==> config.mk <==
export PLATFORM = sky130hd
export DESIGN_NAME = axi_sram_bridge_mp
export DESIGN_NICKNAME = d
export VERILOG_FILES = /design/src/rtl/axi_sram_bridge_mp_pkg.sv /design/src/rtl/axi_sram_bridge_mp_rr_arbiter.sv /design/src/rtl/axi_sram_bridge_mp.sv
export SDC_FILE = /design/constraint.sdc
export NUM_CORES = 1
export LEC_CHECK = 0
export ABC_AREA = 1
export BUFFER_PORTS_ARGS = -buffer_cell sky130_fd_sc_hd__buf_4
export CAP_MARGIN = 10
export CELL_PAD_IN_SITES_DETAIL_PLACEMENT = 0
export CELL_PAD_IN_SITES_GLOBAL_PLACEMENT = 1
export CORE_MARGIN = 10
export CORE_UTILIZATION = 25
export DETAILED_ROUTE_END_ITERATION = 7
export HOLD_SLACK_MARGIN = 0.05
export PLACE_DENSITY_LB_ADDON = 0.1
export SLEW_MARGIN = 10
export SYNTH_ARGS = -nofsm -noshare
export SYNTH_HDL_FRONTEND = slang
export SYNTH_SLANG_ARGS = --single-unit
==> constraint.sdc <==
create_clock -name aclk -period 2.3 [get_ports aclk]
set_clock_uncertainty 0.15 [all_clocks]
set_input_delay 0.69 -clock aclk [delete_from_list [all_inputs] [get_ports aclk]]
set_output_delay 0.69 -clock aclk [all_outputs]
set_load 0.02 [all_outputs]
==> src/rtl/axi_sram_bridge_mp_pkg.sv <==
// Shared definitions for the multi-port SRAM-to-AXI3 bridge.
//   rd_state_t / wr_state_t : read and write channel FSM states
//   AXI_BURST_INCR / AXI_LEN_SINGLE : fixed AXI encodings (single-beat INCR)
package axi_sram_bridge_mp_pkg;

  typedef enum logic {
    R_IDLE,
    R_ADDR
  } rd_state_t;

  typedef enum logic [2:0] {
    W_IDLE,
    W_AW_W,   // AW and W both pending
    W_AW,     // W done, AW pending
    W_W,      // AW done, W pending
    W_RESP
  } wr_state_t;

  localparam logic [1:0] AXI_BURST_INCR = 2'b01;
  localparam logic [7:0] AXI_LEN_SINGLE = 8'd0;

endpackage

==> src/rtl/axi_sram_bridge_mp_rr_arbiter.sv <==
// Round-robin arbiter. The port granted last gets the lowest priority.
//   i_clk, i_rst : clock, synchronous active-high reset
//   i_req        : per-port request (already qualified by eligibility)
//   i_accept     : grant taken this cycle, advance the pointer
//   o_grant      : one-hot grant
module rr_arbiter #(
  parameter int unsigned NUM_PORTS = 2
) (
  input  logic                 i_clk,
  input  logic                 i_rst,
  input  logic [NUM_PORTS-1:0] i_req,
  input  logic                 i_accept,
  output logic [NUM_PORTS-1:0] o_grant
);

  localparam int unsigned PW = (NUM_PORTS > 1) ? $clog2(NUM_PORTS) : 1;

  // r_ptr is the port with highest priority this cycle
  logic [PW-1:0] r_ptr;
  logic [PW-1:0] w_next_ptr;

  always_comb begin
    int unsigned idx;
    logic        found;
    o_grant    = '0;
    w_next_ptr = r_ptr;
    found      = 1'b0;
    idx        = 0;
    for (int unsigned i = 0; i < NUM_PORTS; i++) begin
      idx = int'(r_ptr) + i;
      if (idx >= NUM_PORTS) idx = idx - NUM_PORTS;
      if (!found && i_req[idx]) begin
        found        = 1'b1;
        o_grant[idx] = 1'b1;
        w_next_ptr   = (idx == NUM_PORTS - 1) ? '0 : PW'(idx + 1);
      end
    end
  end

  always_ff @(posedge i_clk) begin
    if (i_rst)         r_ptr <= '0;
    else if (i_accept) r_ptr <= w_next_ptr;
  end

endmodule

==> src/rtl/axi_sram_bridge_mp.sv <==
// Multi-port SRAM-like request interface to a single AXI3 master.
// One request accepted per cycle (round robin); single-beat reads and writes,
// AXI ID = port index. Reads may be outstanding up to RD_OUTSTANDING per port.
//   aclk/areset          : clock, synchronous active-high reset
//   ar*/r*, aw*/w*/b*    : AXI3 master channels
//   sram_req/wr/size/... : per-port requests, port p in slice p
//   sram_addr_ok/data_ok : per-port accept / completion pulses
//   sram_rdata           : read data, valid with sram_data_ok
// Optional macro AXI_RAW_HAZARD_CHECK_EN: block reads whose word address
// matches the write currently in flight.
module axi_sram_bridge_mp
  import axi_sram_bridge_mp_pkg::*;
#(
  parameter int unsigned NUM_PORTS      = 2,
  parameter int unsigned RD_OUTSTANDING = 2
) (
  input  logic                   aclk,
  input  logic                   areset,
  output logic [3:0]             arid,
  output logic [31:0]            araddr,
  output logic [7:0]             arlen,
  output logic [2:0]             arsize,
  output logic [1:0]             arburst,
  output logic [1:0]             arlock,
  output logic [3:0]             arcache,
  output logic [2:0]             arprot,
  output logic                   arvalid,
  input  logic                   arready,
  input  logic [3:0]             rid,
  input  logic [31:0]            rdata,
  input  logic [1:0]             rresp,
  input  logic                   rlast,
  input  logic                   rvalid,
  output logic                   rready,
  output logic [3:0]             awid,
  output logic [31:0]            awaddr,
  output logic [7:0]             awlen,
  output logic [2:0]             awsize,
  output logic [1:0]             awburst,
  output logic [1:0]             awlock,
  output logic [3:0]             awcache,
  output logic [2:0]             awprot,
  output logic                   awvalid,
  input  logic                   awready,
  output logic [3:0]             wid,
  output logic [31:0]            wdata,
  output logic [3:0]             wstrb,
  output logic                   wlast,
  output logic                   wvalid,
  input  logic                   wready,
  input  logic [3:0]             bid,
  input  logic [1:0]             bresp,
  input  logic                   bvalid,
  output logic                   bready,
  input  logic [NUM_PORTS-1:0]   sram_req,
  input  logic [NUM_PORTS-1:0]   sram_wr,
  input  logic [2*NUM_PORTS-1:0] sram_size,
  input  logic [4*NUM_PORTS-1:0] sram_wstrb,
  input  logic [32*NUM_PORTS-1:0] sram_addr,
  input  logic [32*NUM_PORTS-1:0] sram_wdata,
  output logic [NUM_PORTS-1:0]   sram_addr_ok,
  output logic [NUM_PORTS-1:0]   sram_data_ok,
  output logic [31:0]            sram_rdata
);

  localparam int unsigned PW = (NUM_PORTS > 1) ? $clog2(NUM_PORTS) : 1;
  localparam int unsigned CW = $clog2(RD_OUTSTANDING + 1);

  rd_state_t     r_rd_state;
  wr_state_t     r_wr_state;
  logic [PW-1:0] r_rd_port, r_wr_port;
  logic [31:0]   r_araddr, r_awaddr, r_wdata;
  logic [2:0]    r_arsize, r_awsize;
  logic [3:0]    r_wstrb;
  logic          r_arvalid, r_awvalid, r_wvalid, r_bready;
  logic [CW-1:0] r_rd_cnt [NUM_PORTS];

  logic [NUM_PORTS-1:0] w_elig, w_grant, w_rd_grant, w_wr_grant, w_raw, w_inc, w_dec;
  logic [PW-1:0]        w_sel_port;
  logic [31:0]          w_sel_addr, w_sel_wdata;
  logic [3:0]           w_sel_wstrb;
  logic [1:0]           w_sel_size;
  logic                 w_ar_hs, w_aw_hs, w_w_hs, w_b_acc, w_r_acc, w_rready;
  logic                 w_unused_inputs;

  assign w_unused_inputs = ^{rresp, bresp, rlast};

`ifdef AXI_RAW_HAZARD_CHECK_EN
  always_comb begin
    w_raw = '0;
    for (int unsigned p = 0; p < NUM_PORTS; p++)
      w_raw[p] = (r_wr_state != W_IDLE) && (sram_addr[p*32+2 +: 30] == r_awaddr[31:2]);
  end
`else
  assign w_raw = '0;
`endif

  always_comb begin
    w_elig = '0;
    for (int unsigned p = 0; p < NUM_PORTS; p++) begin
      if (sram_wr[p]) w_elig[p] = sram_req[p] && (r_wr_state == W_IDLE);
      else            w_elig[p] = sram_req[p] && (r_rd_state == R_IDLE) &&
                                  (r_rd_cnt[p] < CW'(RD_OUTSTANDING)) && !w_raw[p];
    end
  end

  rr_arbiter #(.NUM_PORTS(NUM_PORTS)) u_arb (
    .i_clk    (aclk),
    .i_rst    (areset),
    .i_req    (w_elig),
    .i_accept (|w_grant),
    .o_grant  (w_grant)
  );

  assign w_rd_grant = w_grant & ~sram_wr;
  assign w_wr_grant = w_grant & sram_wr;

  always_comb begin
    w_sel_port  = '0;
    w_sel_addr  = '0;
    w_sel_wdata = '0;
    w_sel_wstrb = '0;
    w_sel_size  = '0;
    for (int unsigned p = 0; p < NUM_PORTS; p++) begin
      if (w_grant[p]) begin
        w_sel_port  = PW'(p);
        w_sel_addr  = sram_addr[p*32 +: 32];
        w_sel_wdata = sram_wdata[p*32 +: 32];
        w_sel_wstrb = sram_wstrb[p*4 +: 4];
        w_sel_size  = sram_size[p*2 +: 2];
      end
    end
  end

  assign w_ar_hs  = r_arvalid & arready;
  assign w_aw_hs  = r_awvalid & awready;
  assign w_w_hs   = r_wvalid & wready;
  assign w_b_acc  = r_bready & bvalid;
  // B wins when both returns target the same port in one cycle
  assign w_rready = !(w_b_acc && rvalid && (rid == bid));
  assign w_r_acc  = rvalid & w_rready;

  always_comb begin
    sram_addr_ok = '0;
    sram_data_ok = '0;
    w_inc        = '0;
    w_dec        = '0;
    for (int unsigned p = 0; p < NUM_PORTS; p++) begin
      w_inc[p] = w_ar_hs && (r_rd_port == PW'(p));
      w_dec[p] = w_r_acc && (rid == 4'(p));
      if (!areset) begin
        sram_addr_ok[p] = w_wr_grant[p] | w_inc[p];
        sram_data_ok[p] = w_dec[p] | (w_b_acc && (bid == 4'(p)));
      end
    end
  end

  always_ff @(posedge aclk) begin
    for (int unsigned p = 0; p < NUM_PORTS; p++) begin
      if (areset)                     r_rd_cnt[p] <= '0;
      else if (w_inc[p] && !w_dec[p]) r_rd_cnt[p] <= r_rd_cnt[p] + 1'b1;
      else if (!w_inc[p] && w_dec[p]) r_rd_cnt[p] <= r_rd_cnt[p] - 1'b1;
    end
  end

  always_ff @(posedge aclk) begin
    if (areset) begin
      r_rd_state <= R_IDLE;
      r_arvalid  <= 1'b0;
      r_rd_port  <= '0;
      r_araddr   <= '0;
      r_arsize   <= '0;
    end else begin
      case (r_rd_state)
        R_IDLE: if (|w_rd_grant) begin
          r_rd_state <= R_ADDR;
          r_arvalid  <= 1'b1;
          r_rd_port  <= w_sel_port;
          r_araddr   <= w_sel_addr;
          r_arsize   <= {1'b0, w_sel_size};
        end
        R_ADDR: if (arready) begin
          r_rd_state <= R_IDLE;
          r_arvalid  <= 1'b0;
        end
        default: r_rd_state <= R_IDLE;
      endcase
    end
  end

  always_ff @(posedge aclk) begin
    if (areset) begin
      r_wr_state <= W_IDLE;
      r_awvalid  <= 1'b0;
      r_wvalid   <= 1'b0;
      r_bready   <= 1'b0;
      r_wr_port  <= '0;
      r_awaddr   <= '0;
      r_awsize   <= '0;
      r_wdata    <= '0;
      r_wstrb    <= '0;
    end else begin
      case (r_wr_state)
        W_IDLE: if (|w_wr_grant) begin
          r_wr_state <= W_AW_W;
          r_awvalid  <= 1'b1;
          r_wvalid   <= 1'b1;
          r_wr_port  <= w_sel_port;
          r_awaddr   <= w_sel_addr;
          r_awsize   <= {1'b0, w_sel_size};
          r_wdata    <= w_sel_wdata;
          r_wstrb    <= w_sel_wstrb;
        end
        W_AW_W: begin
          case ({w_aw_hs, w_w_hs})
            2'b11: begin
              r_wr_state <= W_RESP;
              r_awvalid  <= 1'b0;
              r_wvalid   <= 1'b0;
              r_bready   <= 1'b1;
            end
            2'b10: begin
              r_wr_state <= W_W;
              r_awvalid  <= 1'b0;
            end
            2'b01: begin
              r_wr_state <= W_AW;
              r_wvalid   <= 1'b0;
            end
            default: ;
          endcase
        end
        W_AW: if (awready) begin
          r_wr_state <= W_RESP;
          r_awvalid  <= 1'b0;
          r_bready   <= 1'b1;
        end
        W_W: if (wready) begin
          r_wr_state <= W_RESP;
          r_wvalid   <= 1'b0;
          r_bready   <= 1'b1;
        end
        W_RESP: if (bvalid) begin
          r_wr_state <= W_IDLE;
          r_bready   <= 1'b0;
        end
        default: r_wr_state <= W_IDLE;
      endcase
    end
  end

  assign arid       = 4'(r_rd_port);
  assign araddr     = r_araddr;
  assign arlen      = AXI_LEN_SINGLE;
  assign arsize     = r_arsize;
  assign arburst    = AXI_BURST_INCR;
  assign arlock     = '0;
  assign arcache    = '0;
  assign arprot     = '0;
  assign arvalid    = r_arvalid;
  assign rready     = w_rready;
  assign awid       = 4'(r_wr_port);
  assign awaddr     = r_awaddr;
  assign awlen      = AXI_LEN_SINGLE;
  assign awsize     = r_awsize;
  assign awburst    = AXI_BURST_INCR;
  assign awlock     = '0;
  assign awcache    = '0;
  assign awprot     = '0;
  assign awvalid    = r_awvalid;
  assign wid        = 4'(r_wr_port);
  assign wdata      = r_wdata;
  assign wstrb      = r_wstrb;
  assign wlast      = 1'b1;
  assign wvalid     = r_wvalid;
  assign bready     = r_bready;
  assign sram_rdata = rdata;

endmodule

==> metrics.md, run 1 <==
| Metric | Value |
|---|---|
| Initial Util | 25.3% |
| CP required | 1.46 ns |
| Die H | 171 µm |
| EDFF count, synth | 4 |
| Commonest cells post-synth | 214 x nand2_1, 115 x dfxtp_1, 104 x a31oi_1 |
| ANT nets after route | 0 |
| Initial DRC Count | 385 |
| Synth cell types | 32 |
| Layout cell share with drive strength beyond 1 | 38.3% |
| Setup crit end | sram_data_ok[1] |
| Crit path from | rid[1] |
| Endpoint type of the worst setup path | output pin |
| Min Clock Period, post-route | 2.52 ns |
| Final hold vios | 0 |
| Reg2reg start | r_rd_cnt[1][1] |
| RSZ-0062 raised after global routing | yes |
| Run status | finished with violations |
| Synthesized area per cell | 7.55 µm² |
| Slew Viols, Final | 0 |
| Setup TNS | -0.855 ns |
| Startpoint Class | primary input |
| Total congestion overflow | 0 |
| Worst Path Max Fanout | 3 |
| Cell Area, Placed | 0.00786 mm² |
| Clk sinks | 119 |
| CTS tree | built |
| Nets | 1214 |
| First-pass GRT wire length | 33.7 mm |
| CTS H-Tree Depth | 4 |
| Core area | 0.0226 mm² |
| Total Wirelength | 22.9 mm |
| Number of antenna violations at the first check in global routing | 0 |
| Cts hold-fix bufs | 0 |
| Fillers | 2425 |
| Top cell type's share of synthesized area | 40.3% |
| Synthesis Warnings | 0 |
| Post-DP HPWL | 16.9 mm |
| CTS Buffer Depth | 2 |
| Final Worst Setup Slack | -0.222 ns |
| Cells after Synth | 757 |
| Syn Std Cell Area | 0.00572 mm² |
| CP Class | in2out |
| Clk slew on worst S/H paths | 0.06 ns |
| Final worst-path cycle share | 110% |
| VDD IR-drop max | 0.350 mV |
| Vias in the first global route | 5985 |
| Final setup vio count | 5 |
| Yosys reg bits | 119 |
| Crit path DAT | 1.68 ns |
| Sequential fraction of the synthesis area | 42.4% |
| Cell area after layout | 0.00877 mm² |
| Main synth FF type | dfxtp_1 |
| MaxCap Viol Count | 0 |
| Number of I/O pins | 394 |
| Root Buffer | clkbuf_16 |
| Total Die Area | 0.0293 mm² |
| Avg WL per Cell | 17.4 µm |
| Synth top area cells | dfxtp_1 40%, nand2_1 14%, a31oi_1 11%, buf_4 11%, o21ai_0 3.5% |
| Violated checks | setup timing |
| Fin cells | 1314 |
| Vias per inst | 4.48 |
| R2R depth | 14 |
| Asr flop ratio synth | 0% |
| Reg2reg setup slack | 0.23 ns |
| Die W | 171 µm |
| Port Buffer Count | 274 |
| Top-count cell post-synth | nand2_1 |
| Vias | 5887 |
| Leakage | 0.00400 µW |
| Drt drc | 0 |
| Row count | 55 |
| Drt first pass iters | 6 |
| Largest net degree at the start of global routing | 79 |
| PwrDens | 1000 mW/mm² |
| All-Layer GR Usage | 14.7% |
| Reg2reg end | araddr[1] |
| Worst hold path type | reg2reg |
| Number of CTS-inserted buffers | 17 |
| Gp weighted congestion | 0.750 |
| Max frequency | 397 MHz |
| Worst-Skew Late Latency | 0.41 ns |
| Cell taking the most area after synthesis | dfxtp_1 |
| Antenna cells | 0 |
| Post-Place Cells | 1272 |
| Layout area overhead | 53.4% |
==> critical path, cell delays in order <==
cell	delay, ns
buf_6	0.09
or2_4	0.23
a21oi_2	0.12
nand4_1	0.11
nand2_1	0.11
inv_2	0.07
nand2_4	0.07
a21oi_4	0.05
buf_6	0.13
==> layer usage <==
layer | part of all wire [%] | track usage, % | up-vias
li1 | - | - | 2944
met1 | 42 | 17.1 | 2653
met5 | 0 | 0 | -
met4 | 1.6 | 4.73 | 0
met3 | 12 | 8.18 | 24
met2 | 44 | 22.6 | 266
==> logic make-up after synthesis <==
logic type / count (synthesis) / share of synthesized area [%]
other cells: 2 / 0.131
buf+inv: 167 / 17.9
flops: 119 / 42.4
fa+ha+maj: 2 / 0.438
xor+xnor: 5 / 0.766
compound gates: 193 / 19.3
simple gates: 269 / 19.1
==> layout by cell type (no fill, tap or decap), drive strengths merged <==
cell type / netlist / final
o21a: 1 / 1
nor3: 8 / 8
a21oi: 12 / 12
clkbuf: 11 / 22
o21ai: 75 / 75
conb: 2 / 50
nand3b: 2 / 2
buf: 117 / 318
nor4: 2 / 2
nand2: 217 / 217
inv: 39 / 42
bufinv: 0 / 4
dfxtp: 115 / 115
nor2: 22 / 22
o211ai: 1 / 1
ha: 2 / 2
xor2: 2 / 2
nand4: 6 / 6
edfxtp: 4 / 4
nand3: 10 / 10
clkinvlp: 0 / 2
clkinv: 0 / 3
xnor2: 3 / 3
a31oi: 104 / 104
or2: 2 / 2
==> metrics by stage <==
stage	hold WS, ns	utilization, %	total power [µW]	setup slack (ns)
after floorplan	0.314	-	4570	-0.213
after global placement	0.317	34.8	5790	-0.293
after detailed placement	0.319	34.8	5770	-0.298
after CTS	0.329	38.4	8850	-0.226
after global routing	0.342	38.8	9360	-0.318
final	0.328	38.8	8810	-0.222
==> final cells by class <==
type                       count  area [µm²]  share of cell area [%]
inverter                      39         154                    1.76
clock buffer                  20         458                    5.22
clock inverter                12         190                    2.17
timing repair buffer         320        2580                    29.4
multi-input combinational    519        2610                    29.7
tap                          285         357                    4.07
sequential                   119        2420                    27.6
==> worst min path at each step <==
stage	start	endpoint	cells after the start
after global routing	wdata[10]	wdata[10]	2
after CTS	wdata[22]	wdata[22]	2
after detailed placement	wdata[22]	wdata[22]	2
after global placement	wdata[13]	wdata[13]	2
after floorplan	u_arb.r_ptr	u_arb.r_ptr	2
final	wdata[19]	wdata[19]	2
==> flip-flops by register name, summed over array words and instances, names as in the netlist, 2 cells and up <==
| name | flops |
|---|---|
| araddr | 32 |
| awsize | 2 |
| r_rd_cnt | 4 |
| wdata | 32 |
| awaddr | 32 |
| arsize | 2 |
| wstrb | 4 |
| r_wr_state | 3 |
==> timing repair <==
action                     4_1_cts  5_1_grt
setup buffers                   14        6
pin swaps                        9        5
hold endpoints to repair         0        0
cloned                           0        2
resized for setup               31        9
setup endpoints to repair        5       76
==> power by group <==
part / switching [µW] / total (µW) / internal, µW
clock network: 1060 / 2960 / 1900
logic: 1880 / 3180 / 1300
registers: 215 / 2670 / 2460
Power figures use the tool's default switching activity.
==> run 2, diff against run 1 <==
BUFFER_PORTS_ARGS = -buffer_cell sky130_fd_sc_hd__buf_2   (was -buffer_cell sky130_fd_sc_hd__buf_4)
CELL_PAD_IN_SITES_DETAIL_PLACEMENT = 1   (was 0)
CELL_PAD_IN_SITES_GLOBAL_PLACEMENT = 2   (was 1)
CORE_UTILIZATION = 19   (was 25)
==> run 2 against run 1 <==
Compared with the run above:
- the flow still finishes with violations (setup timing)
- largest cell class unchanged
- critical path depth unchanged
- sequential power about the same
- count of clock-buffer cells in the layout down 1
- largest power group is now the clock network
- global-route usage down 1.5 points
- via count up 1.1%
- total power down 3.8%
- clock power down 1%
- non-clock buffer count up 1
- register-to-register slack better by 0.02 ns
- routed wire length up 12%
- worst setup slack better by 0.0069 ns
- flip-flop and latch count unchanged
==> metrics.md, run 2 (synthesis gave the netlist of run 1 again) <==
| Metric | Value |
|---|---|
| Run status | finished with violations |
| Violated checks | setup timing |
| Worst Path Max Fanout | 4 (+1) |
| CTS H-Tree Depth | 4 (unchanged) |
| CP max stage delay | 0.24 ns (about the same) |
| Crit path from | rid[1] |
| ANT nets after route | 0 (unchanged) |
| CP Class | in2out |
| Port Buffer Count | 274 (unchanged) |
| Cts hold-fix bufs | 0 (unchanged) |
| Clk slew on worst S/H paths | 0.06 ns (about the same) |
| PwrDens | 1050 mW/mm² (+4.3%) |
| CTS Buffer Depth | 2 (unchanged) |
| Hold Startpoint | wstrb[1] |
| R2R depth | 10 (-4) |
| Clock power share | 34.5% (+0.9 points) |
| Layout cell share with drive strength beyond 1 | 37.5% (-0.81 points) |
| Gp weighted congestion | 0.726 (-3.3%) |
| Die W | 193 µm (+13%) |
| Sw power | 3220 µW (+2.1%) |
| Startpoint Class | primary input |
| Avg WL per Cell | 18.0 µm (+3.3%) |
| Reg2reg setup slack | 0.25 ns (+0.02 ns) |
| Final hold vios | 0 (unchanged) |
| MaxCap Viol Count | 0 (unchanged) |
| Place WS | -0.301 ns (-0.00280 ns) |
| Number of CTS-inserted buffers | 17 (unchanged) |
| Seq pwr share | 31.4% (+1.1 points) |
| Die H | 193 µm (+13%) |
| Vias in the first global route | 6505 (+8.7%) |
| Final Worst Setup Slack | -0.215 ns (+0.00685 ns) |
| Total congestion overflow | 0 (unchanged) |
| Endpoint type of the worst setup path | output pin |
| Initial Util | 19.3% (-6.0 points) |
| Reg2reg end | r_wr_state[2] |
| Stages on worst setup path | 9 (unchanged) |
| Initial DRC Count | 193 (-50%) |
| Worst hold path type | reg2reg |
| Most common cell after layout, fill and taps aside | buf_2 |
| Vias | 5954 (+1.1%) |
| Final worst-path cycle share | 109% (-0.30 points) |
| Clk sinks | 119 (unchanged) |
| Max frequency | 398 MHz (+0.27%) |
| Min Clock Period, post-route | 2.51 ns (-0.00685 ns) |
| CP Buf/Inv Count | 3 (unchanged) |
| Reg2reg start | r_rd_cnt[0][1] |
| Nets | 1215 (+0.082%) |
| Comb power frac | 34.1% (-2.0 points) |
| Final setup vio count | 4 (-1) |
| CP Cell Sequence | buf_8 > or2_4 > a21oi_2 > nand4_1 > nand2_1 > inv_2 > nand3_4 > a21oi_4 > buf_6 |
| Worst-Skew Late Latency | 0.43 ns (+0.02 ns) |
| Row count | 63 (+15%) |
| Total Wirelength | 25.6 mm (+12%) |
| Number of I/O pins | 394 (unchanged) |
| CP required | 1.46 ns (about the same) |
| CTS tree | built |
| Total Die Area | 0.0374 mm² (+28%) |
| First-pass GRT wire length | 39.5 mm (+17%) |
| Slew Viols, Final | 0 (unchanged) |
| Crit path DAT | 1.67 ns (about the same) |
| RSZ-0062 raised after global routing | yes |
| Setup crit end | sram_data_ok[0] |
| Leakage | 0.00382 µW (-4.5%) |
| Core area | 0.0296 mm² (+31%) |
| Setup TNS | -0.757 ns (+0.0973 ns) |
| Net Sw Frac | 38.0% (+2.2 points) |
| Root Buffer | clkbuf_16 |
| Number of antenna violations at the first check in global routing | 7 (+7) |
| Drt first pass iters | 4 (-2) |
| Slowest cell on crit path | or2_4 |
| All-Layer GR Usage | 13.2% (-1.5 points) |
| P_int | 5250 µW (-7.1%) |
| Commonest cells after routing, fill and taps aside | 269 x buf_2, 212 x nand2_1, 112 x dfxtp_1, 104 x a31oi_1, 50 x conb_1 |
| Post-DP HPWL | 19.4 mm (+14%) |
| Largest net degree at the start of global routing | 51 (-35%) |
| Top delay family on crit path | simple AND/OR/NAND/NOR gates |
| VDD IR-drop max | 0.389 mV (+11%) |
| Layout area overhead | 41.4% |
| Drt drc | 0 (unchanged) |
| Vias per inst | 4.19 (-6.5%) |
-- run 2: repair_timing --
item                                    CTS  global route
gates resized for setup                  13             8
cloned                                    0             0
pin swaps                                 7            11
endpoints found under the setup margin    4             5
buffers inserted                          5             1
-- run 2: metal layers --
layer / vias up / routed length (µm) / global-route usage, %
li1: 2947 / - / -
met1: 2727 / 11800 / 16.3
met2: 231 / 11100 / 20.2
met3: 39 / 2270 / 6.40
met4: 10 / 314 / 3.12
met5: - / 74 / 0
-- run 2: worst min path at each step --
stage,endpoint,cells after the start
floorplan,u_arb.r_ptr,2
global placement,wdata[22],2
detailed placement,wdata[15],2
CTS,wstrb[1],2
global route,wdata[8],2
finish,wstrb[1],2
-- run 2: power groups by stage --
stage | registers (µW) | clock network [µW] | logic [µW]
finish | 2660 | 2920 | 2890
global placement | 2690 | 0 | 2930
detailed placement | 2700 | 0 | 2910
CTS | 2660 | 3030 | 2950
floorplan | 3100 | 0 | 1480
global route | 2710 | 3100 | 3240
-- run 2: final cells by class --
class	count	area, µm²
fillers	3683	21600
multi-input cells	519	2530
flip-flops and latches	119	2430
repair buffers	321	1860
well taps	390	488
clock buffers	19	464
clock inverters	13	165
inverters	39	151
diodes	1	2.50
-- run 2: worst min-delay path, delay by kind of cell, from the launching register on --
kind            cells  cell delay [ns]
compound gates      1             0.06
flops               1             0.31
simple gates        1             0.06
-- run 2: per-stage QoR --
stage	util [%]	total power, µW	cells	hold WS, ns	cell area [µm²]
3_5_place_dp	24.8	5610	1382	0.317	7350
6_report	27.3	8470	1421	0.323	8080
4_1_cts	27.2	8630	1419	0.330	8050
2_1_floorplan	-	4570	805	0.314	5960
3_3_place_gp	24.8	5620	1382	0.314	7350
5_1_grt	27.3	9060	1420	0.345	8080
